<file path="src/rtl/usb_tx.sv">
// usb_tx: USB transmit line encoder, 4 clk per bit.
// SYNC, LSB-first serialiser, bit stuffing, NRZI and EOP.
package usb_tx_pkg;
  typedef enum logic [1:0] {
    D_SE0 = 2'b00,
    D_K   = 2'b01,
    D_J   = 2'b10
  } d_port_t;
endpackage

module usb_tx
  import usb_tx_pkg::*;
(
  input  logic       clk,
  input  logic       reset,
  input  logic       tx_valid,
  input  logic [7:0] tx_data,
  output logic       tx_ready,
  output d_port_t    d,
  output logic       oe,
  output logic       busy
);

  typedef enum logic [2:0] {
    S_IDLE,
    S_SYNC,
    S_DATA,
    S_EOP_SE0,
    S_EOP_J
  } state_t;

  state_t     r_state, w_state;
  logic [1:0] r_ph,    w_ph;
  logic [6:0] r_sr,    w_sr;
  logic [2:0] r_bcnt,  w_bcnt;
  logic [2:0] r_ones,  w_ones;
  logic       r_stuff, w_stuff;
  d_port_t    r_d,     w_d;
  logic       r_oe,    w_oe;

  logic    w_ser;
  logic    w_wrap;
  logic    w_do_stuff;
  logic    w_fin;
  logic    w_emit;
  logic    w_next_bit;
  d_port_t w_tog;

  assign w_ser      = (r_state == S_SYNC) ||
                      (r_state == S_DATA);
  assign w_wrap     = (r_ph == 2'd3);
  assign w_do_stuff = !r_stuff && (r_ones == 3'd6);
  assign w_fin      = w_ser && w_wrap && !w_do_stuff;
  assign w_tog      = (r_d == D_K) ? D_J : D_K;

  assign tx_ready = w_fin && (r_bcnt == 3'd7);
  assign busy     = (r_state != S_IDLE);
  assign d        = r_d;
  assign oe       = r_oe;

  always_comb begin
    w_state    = r_state;
    w_ph       = r_ph + 2'd1;
    w_sr       = r_sr;
    w_bcnt     = r_bcnt;
    w_ones     = r_ones;
    w_stuff    = r_stuff;
    w_d        = r_d;
    w_oe       = r_oe;
    w_emit     = 1'b0;
    w_next_bit = 1'b0;
    unique case (r_state)
      S_IDLE: begin
        w_ph    = 2'd0;
        w_sr    = 7'b1000000;
        w_bcnt  = 3'd0;
        w_ones  = 3'd0;
        w_stuff = 1'b0;
        w_d     = D_J;
        w_oe    = 1'b0;
        if (tx_valid) begin
          w_state = S_SYNC;
          w_oe    = 1'b1;
          w_d     = D_K;
        end
      end
      S_SYNC, S_DATA: begin
        if (w_wrap) begin
          if (w_do_stuff) begin
            // sr and bcnt hold; the bit is retired after the stuff
            w_stuff = 1'b1;
            w_ones  = 3'd0;
            w_d     = w_tog;
          end else begin
            w_stuff = 1'b0;
            if (r_bcnt == 3'd7) begin
              if (tx_valid) begin
                w_state    = S_DATA;
                w_sr       = tx_data[7:1];
                w_bcnt     = 3'd0;
                w_emit     = 1'b1;
                w_next_bit = tx_data[0];
              end else begin
                w_state = S_EOP_SE0;
                w_bcnt  = 3'd0;
                w_d     = D_SE0;
              end
            end else begin
              w_sr       = {1'b0, r_sr[6:1]};
              w_bcnt     = r_bcnt + 3'd1;
              w_emit     = 1'b1;
              w_next_bit = r_sr[0];
            end
          end
        end
      end
      S_EOP_SE0: begin
        w_d = D_SE0;
        if (w_wrap) begin
          if (r_bcnt[0]) begin
            w_state = S_EOP_J;
            w_d     = D_J;
          end else begin
            w_bcnt = 3'd1;
          end
        end
      end
      S_EOP_J: begin
        w_d = D_J;
        if (w_wrap) begin
          w_state = S_IDLE;
          w_ph    = 2'd0;
          w_oe    = 1'b0;
        end
      end
      default: begin
        w_state = S_IDLE;
      end
    endcase
    if (w_emit) begin
      if (w_next_bit) begin
        w_ones = r_ones + 3'd1;
      end else begin
        w_ones = 3'd0;
        w_d    = w_tog;
      end
    end
  end

  always_ff @(posedge clk or negedge reset) begin
    if (!reset) begin
      r_state <= S_IDLE;
      r_ph    <= 2'd0;
      r_sr    <= 7'd0;
      r_bcnt  <= 3'd0;
      r_ones  <= 3'd0;
      r_stuff <= 1'b0;
      r_d     <= D_J;
      r_oe    <= 1'b0;
    end else begin
      r_state <= w_state;
      r_ph    <= w_ph;
      r_sr    <= w_sr;
      r_bcnt  <= w_bcnt;
      r_ones  <= w_ones;
      r_stuff <= w_stuff;
      r_d     <= w_d;
      r_oe    <= w_oe;
    end
  end

endmodule

</file>
<file path="config.mk">
export PLATFORM = sky130hd
export DESIGN_NAME = usb_tx
export DESIGN_NICKNAME = d
export VERILOG_FILES = /design/src/rtl/usb_tx.sv
export SDC_FILE = /design/constraint.sdc
export NUM_CORES = 1
export LEC_CHECK = 0
export ABC_AREA = 1
export CORE_MARGIN = 2
export CORE_UTILIZATION = 44
export DETAILED_ROUTE_END_ITERATION = 7
export PLACE_DENSITY = 0.74
export SYNTH_ARGS = -nofsm -noshare
export SYNTH_HDL_FRONTEND = slang
export SYNTH_SLANG_ARGS = --single-unit
</file>
<file path="constraint.sdc">
create_clock -name clk -period 2.6 [get_ports clk]
set_clock_uncertainty 0.2 [all_clocks]
set_input_delay 0.26 -clock clk [delete_from_list [all_inputs] [get_ports clk]]
set_output_delay 0.26 -clock clk [all_outputs]
set_load 0.005 [all_outputs]
</file>
==> impl_metrics.yaml <==
run_status:
  status: "complete, no violations"
cts:
  cts_hold_buf: 0
  htreeDepth: 1
  clk_path_buf_depth: 2
  clock_sinks: 22
  numCtsBuffers: 3
  clkTransAtPathRegs_ns: 0.13
  insertion_delay_ns: 0.32
  cts_tree: "yes"
  cts_root_buf: "clkbuf_4"
grt:
  grt_pass1_wl_um: 5023
  grt_pass1_vias: 1150
  grt_max_degree: 15
  antenna_found_initial: 0
  grt_overflow_total: 0
  track_usage: 0.1815
sta:
  slew_viol_final: 0
  setup_viol: 0
  timing.fmax_mhz: 406.5
  period_minus_slack_ns: 2.460
  max-slew-margin-rel: 0.6833
  rsz0062_at_grt: "false"
  final_hold_viol_count: 0
  setup_tns_ns: 0
  tightest_slew_ns: 0.4735
  setup_slack_ns: 0.1402
  min_period_over_period: 0.9461
layout:
  fin_nets: 210
  diodes: 0
  nFillCells: 295
  layout_common_cells: "41 x nand2_1, 20 x dfrtp_1, 19 x inv_1"
  drive_gt1_frac: 0.2902
  areaGrowthSynthToFinish_pct: 15.68
  layout_commonest_cell: "nand2_1"
  stdcell_count: 237
placed_design:
  hpwl_um: 2221
  place_congestion: 0.8955
  numPortBuffers: 15
  dp_slack_ns: 0.3327
  post-place-cells: 233
routing:
  routedWlPerCell_um: 11.73
  routed_wl_um: 2780
  ant_nets: 0
  route.detailed.drc: 0
  firstDrtPassIters: 4
  via_count: 1143
  drt_iter0_drc: 38
  drt-vias-per-instance: 4.823
die:
  die_width_um: 61.14
  initial_core_util: 0.4667
  fp-row-count: 20
  core_um2: 3078
  die_area_um2: 3737
  die_y_um: 61.14
  ioPinCount: 16
power_and_ir_drop:
  p_comb_frac: 0.542
  p_seq_frac: 0.337
  p_sw_w: 0.0007138
  sw_frac_of_total: 0.4420
  ir_drop_mv: 0.4186
  p_per_area_nw_per_um2: 971.8
  clock_power_share: 0.121
  intPower_w: 0.0009009
  total_leakage_power_nw: 0.8074
logic_synthesis:
  synth_nets: 192
  synthArstFlopShare: 1.000
  synth_edf_count: 0
  ys_warn_count: 0
  ys_seq_area_frac: 0.3841
  synth_seq_cells: 22
  syn_area_um2: 1436
  syn_inst: 176
  synthDistinctLibCells: 27
  syn_area_per_cell_um2: 8.161
  ys.flop_type: "dfrtp_1"
worst_setup_path:
  arrival_ns: 2.00
  crit_fanout: 8
  cp-start-kind: "register"
  cp_data_required_time_ns: 2.14
  crit_end: "tx_ready"
  rrSetupSlack_ns: 0.61
  endpoint_kind: "primary output"
  r2r_cells: 8
  r2r_start: "r_bcnt[0]"
  startpoint: "r_state[2]"
  path_class: "register to primary output"
  rr_endpoint: "r_sr[3]"
job:
  cap_viol_max_count: 0
worst_hold_path:
  hold_path_class: "input port to asynchronous set/reset pin"
==> cell usage after synthesis (4+ instances only) <==
library cell / n / share of area
dfrtp_1: 21 / 0.37
nor2_4: 5 / 0.039
or2_2: 7 / 0.030
a21oi_1: 7 / 0.024
inv_1: 19 / 0.050
nand3_1: 8 / 0.028
ha_1: 5 / 0.044
o21ai_0: 4 / 0.014
inv_2: 5 / 0.013
nand2_2: 11 / 0.048
o21ai_2: 9 / 0.055
nand2_1: 41 / 0.11
o211ai_1: 6 / 0.031
nor2_1: 7 / 0.018
==> critical path, stage by stage, from the launching register on <==
cell and delay, ns:
dfrtp_1 0.53, inv_4 0.14, nand2_4 0.06, nor2_4 0.09, nand2_2 0.09, inv_2 0.09
nand2_4 0.06, nor2_2 0.10, clkdlybuf4s50_1 0.51
==> state kept, by name, indices dropped and copies added, names as in the netlist <==
name / cells
r_sr: 7
r_bcnt: 3
r_ones: 3
r_state: 3
d: 2
r_ph: 2
oe: 1
r_stuff: 1
==> metal layers <==
metal,vias to the layer above,GRT usage,part of all wire
li1,594,-,-
met1,525,0.2384,0.47
met2,22,0.2933,0.48
met3,2,0.05672,0.039
met4,0,0.04348,0.0043
met5,-,0,0
==> layout make-up <==
type                    instances  area (um^2)  share of cell area
clock buffers                   4        36.28             0.02184
repair buffers                 17        165.2             0.09940
flip-flops and latches         22        553.0              0.3328
inverters                      25        96.34             0.05798
multi-input cells             125        755.7              0.4548
well taps                      44        55.05             0.03313
==> worst min-delay path by stage <==
stage               cells after the start  slack (ns)  startpoint          to
global route                            1        0.07       reset  r_state[0]
floorplan                               0       -0.24       reset        d[0]
CTS                                     1        0.06       reset  r_state[0]
global placement                        1        0.23     r_ph[0]     r_ph[0]
finish                                  1        0.05       reset  r_state[0]
detailed placement                      1        0.23     r_ph[0]     r_ph[0]
==> logic make-up after synthesis <==
| logic type | count (synthesis) | synth area share |
|---|---|---|
| compound gates | 31 | 0.1437 |
| fa+ha+maj | 5 | 0.04355 |
| buf+inv | 29 | 0.09147 |
| flops | 22 | 0.3841 |
| simple gates | 89 | 0.3371 |
==> timing repair <==
item,CTS,global route
setup buffers,0,0
resized for setup,1,1
endpoints found under the setup margin,1,1
==> power by group through the flow <==
stage               registers, W  logic (W)  clock network, W
floorplan               0.000535   0.000694                 0
global placement        0.000546   0.000862                 0
detailed placement      0.000552   0.000882                 0
CTS                     0.000544   0.000886          0.000200
global route            0.000564   0.000994          0.000218
finish                  0.000543   0.000876          0.000195
==> metrics by stage <==
step / area, um^2 / total power, W / utilization / hold WS, ns
finish: 1662 / 0.001615 / 0.5398 / 0.04510
CTS: 1660 / 0.001631 / 0.5394 / 0.05512
detailed placement: 1622 / 0.001433 / 0.5268 / 0.2347
floorplan: 1436 / 0.001229 / - / -0.2356
global route: 1662 / 0.001776 / 0.5398 / 0.06543
global placement: 1622 / 0.001408 / 0.5268 / 0.2289
No activity file was read; power rests on OpenSTA's default activity.
